`src/rtl/conf_split_2_df.sv`:
```
// Two-way dataflow split: captures a payload into the selected branch register, pulses that
// branch's drive after a fixed latency, then returns the branch's free upstream.
module conf_split_2_df #(
   parameter int unsigned DATA_WIDTH = 128,
   parameter int unsigned OUT_DELAY  = 4
) (
   input  logic                  clk,
   input  logic                  rst,
   input  logic                  i_drive,
   input  logic [DATA_WIDTH-1:0] i_data,
   input  logic                  i_sel,
   output logic                  o_free,
   output logic                  o_drive0,
   output logic                  o_drive1,
   output logic [DATA_WIDTH-1:0] o_data0,
   output logic [DATA_WIDTH-1:0] o_data1,
   input  logic                  i_freeNext0,
   input  logic                  i_freeNext1,
   output logic                  o_busy,
   output logic                  o_err
);

   typedef enum logic [1:0] {StIdle, StHold, StDrive, StWait} state_e;

   // HOLD covers OUT_DELAY-1 cycles; a delay of one goes straight to DRIVE.
   localparam logic [7:0] CntLoad  = 8'(OUT_DELAY - 1);
   localparam bit         SkipHold = (OUT_DELAY <= 32'd1);

   state_e                state_q, state_d;
   logic                  sel_q, sel_d;
   logic [7:0]            cnt_q, cnt_d;
   logic                  pend_q, pend_d;
   logic [DATA_WIDTH-1:0] data0_q, data0_d;
   logic [DATA_WIDTH-1:0] data1_q, data1_d;
   logic                  err_q, err_d;
   logic                  free_q, free_d;
   logic                  drive0_q, drive0_d;
   logic                  drive1_q, drive1_d;
   logic                  busy_q, busy_d;
   logic                  done;
   logic                  free_sel;
   logic                  free_oth;

   assign free_sel = sel_q ? i_freeNext1 : i_freeNext0;
   assign free_oth = sel_q ? i_freeNext0 : i_freeNext1;

   always_ff @(posedge clk or negedge rst) begin
      if (!rst) begin
         state_q  <= StIdle;
         sel_q    <= 1'b0;
         cnt_q    <= 8'd0;
         pend_q   <= 1'b0;
         data0_q  <= '0;
         data1_q  <= '0;
         err_q    <= 1'b0;
         free_q   <= 1'b0;
         drive0_q <= 1'b0;
         drive1_q <= 1'b0;
         busy_q   <= 1'b0;
      end else begin
         state_q  <= state_d;
         sel_q    <= sel_d;
         cnt_q    <= cnt_d;
         pend_q   <= pend_d;
         data0_q  <= data0_d;
         data1_q  <= data1_d;
         err_q    <= err_d;
         free_q   <= free_d;
         drive0_q <= drive0_d;
         drive1_q <= drive1_d;
         busy_q   <= busy_d;
      end
   end

   always_comb begin
      state_d = state_q;
      sel_d   = sel_q;
      cnt_d   = cnt_q;
      pend_d  = pend_q;
      data0_d = data0_q;
      data1_d = data1_q;
      err_d   = err_q;
      done    = 1'b0;
      case (state_q)
         StIdle: begin
            if (i_drive) begin
               sel_d   = i_sel;
               cnt_d   = CntLoad;
               pend_d  = 1'b0;
               state_d = SkipHold ? StDrive : StHold;
               if (i_sel) data1_d = i_data;
               else       data0_d = i_data;
            end
            if (i_freeNext0 || i_freeNext1) err_d = 1'b1;
         end
         StHold: begin
            // An early free is remembered so the drive pulse still goes out first.
            if (free_sel) pend_d = 1'b1;
            if (cnt_q <= 8'd1) state_d = StDrive;
            else               cnt_d   = cnt_q - 8'd1;
         end
         StDrive: begin
            if (free_sel || pend_q) begin
               state_d = StIdle;
               pend_d  = 1'b0;
               done    = 1'b1;
            end else begin
               state_d = StWait;
            end
         end
         StWait: begin
            if (free_sel) begin
               state_d = StIdle;
               done    = 1'b1;
            end
         end
         default: state_d = StIdle;
      endcase
      if (state_q != StIdle && (i_drive || free_oth)) err_d = 1'b1;
   end

   always_comb begin
      free_d   = done;
      drive0_d = (state_d == StDrive) && !sel_d;
      drive1_d = (state_d == StDrive) && sel_d;
      busy_d   = (state_d != StIdle);
   end

   assign o_free   = free_q;
   assign o_drive0 = drive0_q;
   assign o_drive1 = drive1_q;
   assign o_data0  = data0_q;
   assign o_data1  = data1_q;
   assign o_busy   = busy_q;
   assign o_err    = err_q;

endmodule

```
`config.mk`:
```
export PLATFORM = sky130hd
export DESIGN_NAME = conf_split_2_df
export DESIGN_NICKNAME = d
export VERILOG_FILES = /design/src/rtl/conf_split_2_df.sv
export SDC_FILE = /design/constraint.sdc
export NUM_CORES = 1
export LEC_CHECK = 0
export CAP_MARGIN = 5
export CORE_AREA = 2 2 152 154
export DETAILED_ROUTE_END_ITERATION = 8
export DIE_AREA = 0 0 154 156
export DONT_BUFFER_PORTS = 1
export GPL_ROUTABILITY_DRIVEN = 0
export SLEW_MARGIN = 20
export SYNTH_ARGS = -nofsm -noshare
export SYNTH_HDL_FRONTEND = slang
export SYNTH_SLANG_ARGS = --single-unit
```
`constraint.sdc`:
```
create_clock -name clk -period 2.4 [get_ports clk]
set_input_delay 0.48 -clock clk [delete_from_list [all_inputs] [get_ports clk]]
set_output_delay 0.48 -clock clk [all_outputs]
set_load 0.03 [all_outputs]
```
# After elaboration in Yosys (flattened, before gate mapping)
# Index checks and enable logic that the tools add are counted.
# op_classes
reduce_logical	19
n_div	0
eq_ne	8
add_sub_neg	1
n_mux	22
n_lt_le_gt_ge	1
bitwise_logic	1
shift	0
n_mul	0
# op_table
operator	count
two-way mux 8 bit	2
one-hot mux 8 bit (2 select lines)	1
two-way mux 1 bit	12
nonzero test 2 bit	5
AND reduction 3 bit	3
<= comparator 8 x 1 -> 1 bit, second input constant	1
two-way mux 2 bit	4
!= test 2 bit, second input constant	4
one-hot mux 2 bit (4 select lines)	1
subtractor 8 x 1 -> 8 bit, second input constant	1
== test 2 bit, second input constant	3
AND reduction 4 bit	1
logical AND 1 bit	3
logical OR 1 bit	3
one-hot mux 1 bit (3 select lines)	1
nonzero test 3 bit	1
== test 2 x 1 -> 1 bit, second input constant	1
logical NOT 2 bit	1
one-hot mux 1 bit (2 select lines)	1
AND reduction 2 bit	1
logical NOT 1 bit	1
inverter 1 bit	1
# word_totals
ff_bits	273
latch_bits	0
mem_bits_rw	0
in_bits	134
mem_count	0
elab_cells	63
mem_bits_ro	0
output_inout_bits	261

# Depth between registers and ports, before layout
# depth
ltp_word	6
mapped_depth	6
ltp_nobuf	6

# Least setup slack after synthesis
# OpenSTA, ideal clock, no wires.
# synth_timing
kind	reg-to-reg
from	register cnt_q[0]
to	register cnt_q[7]
arrival_ps	1527
required_ps	2323
period_less_slack_ps	1605
setup_slack_ps	795
stages_incl_launch_ff	6
setup_time_ps	77
n_path_buf	0
cell_sequence	dfrtp_1 inv_1 ha_1 or2_1 a2111o_1 a21oi_1
# synth_via
elab_chain_len	3
word_cells_on_any_way	6
classes_between	add/sub: 1; order compare: 1; eq/ne: 1; mux: 2; reduce/logical: 1
# synth_lines
element	line_no	text
start: declaration	31	logic [7:0] cnt_q, cnt_d;
start signal: assignment	63	cnt_q <= cnt_d;
subtractor 8 x 1 -> 8 bit / <= comparator 8 x 1 -> 1 bit (equally long branches)	100, 99	
two-way mux 8 bit / != test 2 bit (equally long branches)	--	
one-hot mux 8 bit (2 select lines) / AND reduction 3 bit (equally long branches)	--	
# Several ways; a longest one is shown, not always the timed one. The select of a mux whose other input is x is not followed.
# A chain may end at the register's enable or synchronous reset.

# Final worst setup path
# layout_timing
from	register state_q[0]
to	register data1_q[108], in the netlist o_data1[108]
# layout_via
elab_chain_len	2
# layout_lines
element	line_no	text
start: declaration	29	state_e state_q, state_d;
start signal: assignment	49	state_q <= StIdle;
start signal: assignment	61	state_q <= state_d;
logical NOT 2 bit	84	case (state_q)
AND reduction 3 bit (no source line)	--	
end signal: assignment	66	data1_q <= data1_d;
end: declaration	34	logic [DATA_WIDTH-1:0] data1_q, data1_d;
# Every way passes these cells.

==> metrics.md <==
| Metric | Value |
|---|---|
| CTS HTree Levels | 1 |
| Routed vias | 5314 |
| RSZ-0062 raised after global routing | false |
| Crit path cell chain | nor2_2, and3_4, buf_12, mux2_1 |
| Synth Area in Compound Gates | 0.0185 |
| Deepest clock path buffer count | 3 |
| PortBufs | 0 |
| Most frequent cells in the layout | 273 x dfrtp_1, 256 x mux2_1, 29 x clkbuf_16 |
| Post-layout min period | 1.99 ns |
| Mapped Area | 10400 sq um |
| CP Max Fanout | 38 |
| R2R depth | 4 |
| Power, Total | 0.0198 W |
| Vias per cell | 5.62 |
| CTS Buf Count | 28 |
| WL/cell | 23.6 um |
| Total track usage | 0.178 |
| CP max stage delay | 0.51 ns |
| CP Launch Type | flip-flop |
| Clk slew on worst S/H paths | 0.06 ns |
| Setup Viol. Count Final | 0 |
| Die ar. | 24000 sq um |
| Synth warn | 0 |
| Layout cell share with drive strength beyond 1 | 0.0909 |
| Post-Synth XOR/XNOR Area | 0.000841 |
| CP endpoint kind | flip-flop |
| Largest family of logic cells by synthesized area | multiplexers |
| CP Data Arrival Time | 2.38 ns |
| Worst slack, placed | 0.401 ns |
| Worst skew pair latency | 0.53 ns |
| First-pass GRT wire length | 33.8 mm |
| Syn nets | 768 |
| Setup Skew | 0.0140 ns |
| Simple-Gate Fraction of Synth Area | 0.0192 |
| FF+latch count, synth | 273 |
| Failing checks | hold timing |
| Leakage power | 5.12 nW |
| Total grt overflow | 0 |
| Root Driver | clkbuf_16 |
| Die Span Y | 156 um |
| Worst-Margin Slew | 0.445 ns |
| Vias in the first global route | 5707 |
| Final setup margin | 0.413 ns |
| CP bufs+invs | 1 |
| Starting Density | 0.466 |
| Post-synthesis adder-cell area fraction | 0.00240 |
| CP max-delay cell | dfrtp_1 |
| Clock share of power | 0.216 |
| Netlist cell types | 40 |
| Peak VDD IR | 0.000998 V |
| EDFF count, synth | 0 |
| Post-CTS sizing | 0 |
| Hold_ws | -0.350 ns |
| Core box area | 22400 sq um |
| Residual DRC | 0 |
| NetSw | 0.00896 W |
| Final Net Count | 774 |
| Post-synth ARST share | 1.00 |
| # rows | 55 |
| Final period util | 0.828 |
| Setup bufs post-CTS | 0 |
| DR iter-0 viols | 266 |
| Pint | 0.0108 W |
| Sink Count | 273 |
| Post-synth top flop | dfrtp_1 |
| First-pass detailed-route iteration total | 6 |
| Drt total wl | 22.3 mm |
| Fmax | 503 MHz |
| Final core occ | 0.518 |
| Commonest non-fill, non-tap cell in the layout | dfrtp_1 |
| Antenna cell count | 0 |
| Sw Share | 0.453 |
| Final-report max-slew violation count | 0 |
| Post-synthesis mux area share | 0.279 |
| Hold Path Class | in2async |
| # IOs | 395 |
| Largest net degree at the start of global routing | 274 |
| Post-synthesis sequential area ratio | 0.656 |
| Routed Antenna Nets | 0 |
| Flop pwr share | 0.661 |
| Final instance area | 11600 sq um |
| Critical path required time | 2.80 ns |
| Critical Path Stages | 4 |
| Placed inst area | 10700 sq um |
| P&R area growth vs syn | 11.3% |
| Comb pwr share | 0.123 |
| Fin Setup TNS | 0 ns |
| Status | finished, violations left |
| CTS tree | built |
| Max_cap viols | 0 |
| Pwr Density | 1700 nW/um^2 |
| Cell family with most CP delay | simple AND/OR/NAND/NOR gates |
| Type of the worst setup path | reg2reg |
| Avg Inst Size Synth | 16.5 sq um |
| Initial antenna violation count | 0 |
| R2r setup slk | 0.41 ns |
| Slew HR | 0.703 |
| Mapped Cells | 632 |
| Final Hold Fails | 273 |
| Post-DP HPWL | 15.8 mm |
| Chip Width | 154 um |
final cells by class:
class                      count  area [sq um]
clock buffer                  41           821
tap                          285           357
inverter                       7          26.3
multi-input combinational    322          3340
timing repair buffer           6           108
fill                        1817         10800
clock inverter                11           105
sequential                   273          6830
per-layer routing:
metal / GRT usage / share of wire
met4: 0.0703 / 0.034
met2: 0.321 / 0.53
met3: 0.0658 / 0.10
met1: 0.189 / 0.33
met5: 0 / 0
power groups by stage:
| stage | clock network (W) | registers [W] | logic (W) |
|---|---|---|---|
| 2_1_floorplan | 0 | 0.0124 | 0.00212 |
| 3_3_place_gp | 0 | 0.0131 | 0.00228 |
| 3_5_place_dp | 0 | 0.0132 | 0.00248 |
| 4_1_cts | 0.00438 | 0.0131 | 0.00249 |
| 5_1_grt | 0.00461 | 0.0133 | 0.00274 |
| 6_report | 0.00426 | 0.0131 | 0.00243 |
registers in the layout, summed over array words and instances (netlist names):
| register | flops |
|---|---|
| cnt_q | 8 |
| o_busy | 1 |
| o_data0 | 128 |
| o_data1 | 128 |
| o_drive0 | 1 |
| o_drive1 | 1 |
| o_err | 1 |
| o_free | 1 |
| pend_q | 1 |
| sel_q | 1 |
| state_q | 2 |
synthesized netlist by cell type, drive strengths merged (2+ instances only):
cell type	n	area share
nor2b	2	0.0012
and3	2	0.0012
nor3	3	0.0025
a21oi	5	0.0024
nor2	8	0.0031
o31ai	2	0.0014
inv	7	0.0025
and2	3	0.0018
buf	30	0.022
ha	2	0.0024
mux2i	2	0.0019
mux2	256	0.28
o21ai	8	0.0038
or2	2	0.0012
o22ai	2	0.0012
a311oi	2	0.0017
nand2	8	0.0029
dfrtp	273	0.66
path summary, 6_finish.rpt:
path | startpoint | endpoint
max | state_q[0] | o_data1[108]
min | rst | o_data0[18]
max reg2reg | state_q[0] | o_data1[108]
min reg2reg | sel_q | o_drive0
max in group asynchronous | rst | cnt_q[3]
min in group clk | i_drive | pend_q
kinds of logic (layout without fill, tap and decap cells):
| logic type | Yosys count | in the layout |
|---|---|---|
| DFF | 273 | 273 |
| xor gates and xnor gates | 1 | 1 |
| AOI/OAI and AO/OA | 28 | 28 |
| and+or+nand+nor | 33 | 33 |
| adders and majority gates | 2 | 2 |
| muxes | 258 | 258 |
| buffers and inverters | 37 | 65 |
per-stage QoR:
step,hold slack (ns),cells
floorplan,0.184,632
detailed placement,0.190,893
CTS,-0.367,945
global placement,0.190,893
global route,-0.382,945
finish,-0.350,945
Note: power is estimated with default switching activity, not from simulation.
==> variant 1: new RTL, same flow settings <==
Register the output `o_data0` once more, with the module's reset; this adds one clock of latency there. The other outputs are not delayed to match.
--- a/src/rtl/conf_split_2_df.sv
+++ b/src/rtl/conf_split_2_df.sv
@@ -130,5 +130,11 @@
    assign o_drive0 = drive0_q;
    assign o_drive1 = drive1_q;
-   assign o_data0  = data0_q;
+   always_ff @(posedge clk or negedge rst) begin
+      if (!rst) begin
+         o_data0 <= '0;
+      end else begin
+         o_data0 <= data0_q;
+      end
+   end
    assign o_data1  = data1_q;
    assign o_busy   = busy_q;
Formal check against the unedited RTL: not equivalent (a bounded check fails within 4 cycles, from zero or initial values and one cycle with rst low).
==> variant 1 against the unedited design <==
- the run still ends with hold timing left
- final area is 38% higher
- power is 36% higher
- synthesized area is 41% higher
- critical path type unchanged
- via count is 19% higher
- sequential cell count is 128 higher
- setup slack worse by 2.9 ps
- wire length is 28% higher
- largest power group unchanged
==> variant 1: results (changes against the unedited design) <==
H-Tree Depth 2 (was 1); post-synthesis mux area share 24.9% (was 27.9%); wire per inst 26.0 um (was 23.6 um); Layout Nets 917 (was 774); via/cell ratio 5.79 (was 5.62); Final Hold Vio Count 401 (was 273); clk buf depth 3 (unchanged); Int Pwr 16.6 mW (was 10.8 mW); comb pwr 4.04 mW (was 2.43 mW); Mapped Cells 761 (was 632); Synth cell types 43 (was 40); Clk Latency, worst-skew pair 510 ps (was 530 ps); Post-CTS Setup Bufs 0 (unchanged); DRT Pass-1 Iters 4 (was 6); final hold slack -329 ps (was -350 ps); met2 GRT Util 36.8% (was 32.1%); P_seq 16.8 mW (was 13.1 mW); post-synthesis sequential area ratio 68.4% (was 65.6%); met3 Track Usage GR 9.00% (was 6.58%); all-layer global routing usage 23.5% (was 17.8%); total CTS buffers 40 (was 28); fraction of layout cells with a size suffix above 1 40.4% (was 9.09%); Post-Route WL 28500 um (was 22300 um); total power 27.0 mW (was 19.8 mW); Place WS 412 ps (was 401 ps); Placed Cells 1024 (was 893); first-pass GRT wire length 42700 um (was 33800 um); grt met1 use 30.5% (was 18.9%); clk_skew 10.7 ps (was 14.0 ps); Synth Area in Compound Gates 1.31% (was 1.85%); Slew @ Worst Pin 1090 ps (was 445 ps); Syn Nets 897 (was 768); Max FO, Critical Path 51 (was 38); violated checks hold timing (unchanged); xor and xnor area share after synthesis 0.0597% (was 0.0841%); Fillers 1358 (was 1817); Iter 0 DRT Violations 393 (was 266); Synth area leaders dfrtp_1 68%, mux2_4 20%, mux2_2 3.6%, buf_12 3.0%, mux2_1 0.69% (was dfrtp_1 66%, mux2_1 28%, buf_4 1.7%, buf_6 0.32%, nand2_1 0.29%); number of global-route vias before repair 6788 (was 5707); largest net degree at the start of global routing 402 (was 274); outcome complete, but fails checks (unchanged); leakage 7.35 nW (was 5.12 nW); detailed placement HPWL 19200 um (was 15800 um); worst-case vdd ir drop 0.884 mV (was 0.998 mV)
## variant 1: final timing paths
check	from	to	slack (ps)	depth (start not counted)
setup / recovery	state_q[0]	o_data1[13]	410	4
hold / removal	rst	o_data1[48]	-330	0
setup reg to reg	state_q[0]	o_data1[13]	410	4
hold reg to reg	data0_q[52]	o_data0[52]	370	0
max in group asynchronous	rst	o_data1[79]	1830	0
min in group clk	i_drive	pend_q	70	1
## variant 1: layout make-up
| type | count | area [um2] | area share, % |
|---|---|---|---|
| inverters | 7 | 26.3 | 0.165 |
| multi-input cells | 323 | 4090 | 25.6 |
| flip-flops and latches | 401 | 10000 | 62.9 |
| well taps | 285 | 357 | 2.23 |
| clock buffers | 55 | 1140 | 7.14 |
| clock inverters | 16 | 165 | 1.03 |
| repair buffers | 8 | 148 | 0.925 |
## variant 1: per-layer routing
layer  share of wire [%]  routed length (um)
met1                  39               11100
met2                  48               13800
met3                 9.8                2800
met4                 2.7                 780
met5                   0                   0
==> variant 2: new RTL, config.mk and constraints unchanged <==
Without the edit above. `DATA_WIDTH`: 128 -> 120.
--- a/src/rtl/conf_split_2_df.sv
+++ b/src/rtl/conf_split_2_df.sv
@@ -2,5 +2,5 @@
 // branch's drive after a fixed latency, then returns the branch's free upstream.
 module conf_split_2_df #(
-   parameter int unsigned DATA_WIDTH = 128,
+   parameter int unsigned DATA_WIDTH = 120,
    parameter int unsigned OUT_DELAY  = 4
 ) (
Interface: changed (resized i_data, o_data0 and o_data1); port bits go from 395 to 371. The function was not compared with the original's and may differ.
==> variant 2 against the unedited design <==
- the flow still finishes with violations (hold timing)
- count of clock-buffer cells in the layout down 2
- wire length down 2.8%
- setup slack better by 80 ps
- final cell count down 3.8%
- combinational power up 33%
- final area down 3.1%
- first-iteration DRC count down 9.4%
- power down 1.8%
- via count down 4.5%
- core utilization down 1.6 points
- synthesized area down 2.3%
- critical endpoint is now o_data0[106]
- die area unchanged
- sequential cell count down 16
- clock power down 11%
==> variant 2: results (changes against the unedited design) <==
final hold slack -342 ps (was -350 ps); Syn Nets 727 (was 768); Fillers 1874 (was 1817); largest net degree at the start of global routing 258 (was 274); delay-heaviest family, CP flip-flops (was simple AND/OR/NAND/NOR gates); total CTS buffers 27 (was 28); metal3 WL 2440 um (was 2260 um); combinational power share 16.6% (was 12.3%); Mapped Cells 599 (was 632); xor and xnor area share after synthesis 0.0861% (was 0.0841%); Placed Cells 862 (was 893); Slew Viols, Final 0 (unchanged); first-pass GRT wire length 33400 um (was 33800 um); detailed placement HPWL 15200 um (was 15800 um); wire per inst 23.9 um (was 23.6 um); sequential share of power 63.9% (was 66.1%); Layout Nets 734 (was 774); post-synthesis mux area share 30.0% (was 27.9%); clk buf depth 3 (unchanged); Synth Area in Adders 0.246% (was 0.240%); outcome complete, but fails checks (unchanged); WP data arrival 2320 ps (was 2380 ps); Synth area leaders dfrtp_1 63%, mux2_2 15%, mux2_4 13%, mux2_1 2.2%, buf_6 1.1% (was dfrtp_1 66%, mux2_1 28%, buf_4 1.7%, buf_6 0.32%, nand2_1 0.29%); DR vias 5073 (was 5314); Synth cell types 39 (was 40); WL met2 11000 um (was 11900 um); Post-synth top cells 257 x dfrtp_1, 131 x mux2_2, 89 x mux2_4, 20 x mux2_1, 12 x buf_4 (was 273 x dfrtp_1, 256 x mux2_1, 24 x buf_4, 8 x nand2_1, 7 x nor2_1); DRT Pass-1 Iters 5 (was 6); Final Hold Vio Count 257 (was 273); post-synthesis sequential area ratio 63.2% (was 65.6%); Max FO, Critical Path 61 (was 38); Rel. slew slack 55.6% (was 70.3%); number of global-route vias before repair 5539 (was 5707); fraction of layout cells with a size suffix above 1 43.9% (was 9.09%); clk_skew 14.1 ps (was 14.0 ps); via/cell ratio 5.58 (was 5.62); worst-case vdd ir drop 0.810 mV (was 0.998 mV); violated checks hold timing (unchanged); Metal-1 WL 7580 um (was 7420 um)
variant 2: cell types whose count changed after synthesis, sizes merged:
| cell | change |
|---|---|
| buf | -1 |
| mux2 | -16 |
| dfrtp | -16 |
variant 2: cells by family after synthesis:
group,after synthesis
AND/OR/NAND/NOR,33
flip-flops,257
XOR/XNOR,1
buffers and inverters,36
multiplexers,242
AO/OA/AOI/OAI,28
adder cells (fa/ha/maj),2
variant 2: worst paths after layout:
check                      slack (ps)           end  cells past startpoint
max                               490  o_data0[106]                      5
min                              -340    o_data0[8]                      0
max reg2reg                       490  o_data0[106]                      5
min reg2reg                       530      o_drive0                      1
max in group asynchronous        2170  o_data0[118]                      0
min in group clk                   40        pend_q                      1
variant 2: metrics by stage:
step | setup WS, ps | utilization, % | hold slack [ps] | cell area (um2) | power [mW]
4_1_cts | 490 | 50.2 | -372 | 11200 | 19.6
3_3_place_gp | 532 | 46.6 | 190 | 10400 | 15.5
6_report | 493 | 50.2 | -342 | 11200 | 19.4
3_5_place_dp | 495 | 46.6 | 189 | 10400 | 15.7
2_1_floorplan | 760 | - | 184 | 10200 | 14.6
5_1_grt | 361 | 50.2 | -383 | 11200 | 20.3
variant 2: per-layer routing:
| metal | up-vias | GRT usage [%] |
|---|---|---|
| met4 | 0 | 6.32 |
| met1 | 2621 | 19.1 |
| met2 | 264 | 30.5 |
| li1 | 2140 | - |
| met5 | - | 0 |
| met3 | 48 | 7.33 |
variant 2: layout make-up:
cell class | instances | area, um2 | share of cell area, %
Sequential cell | 257 | 6430 | 57.3
Multi-Input combinational cell | 306 | 3490 | 31.1
Clock buffer | 39 | 751 | 6.68
Tap cell | 285 | 357 | 3.17
Timing Repair Buffer | 7 | 128 | 1.14
Clock inverter | 8 | 50.0 | 0.446
Inverter | 7 | 26.3 | 0.234
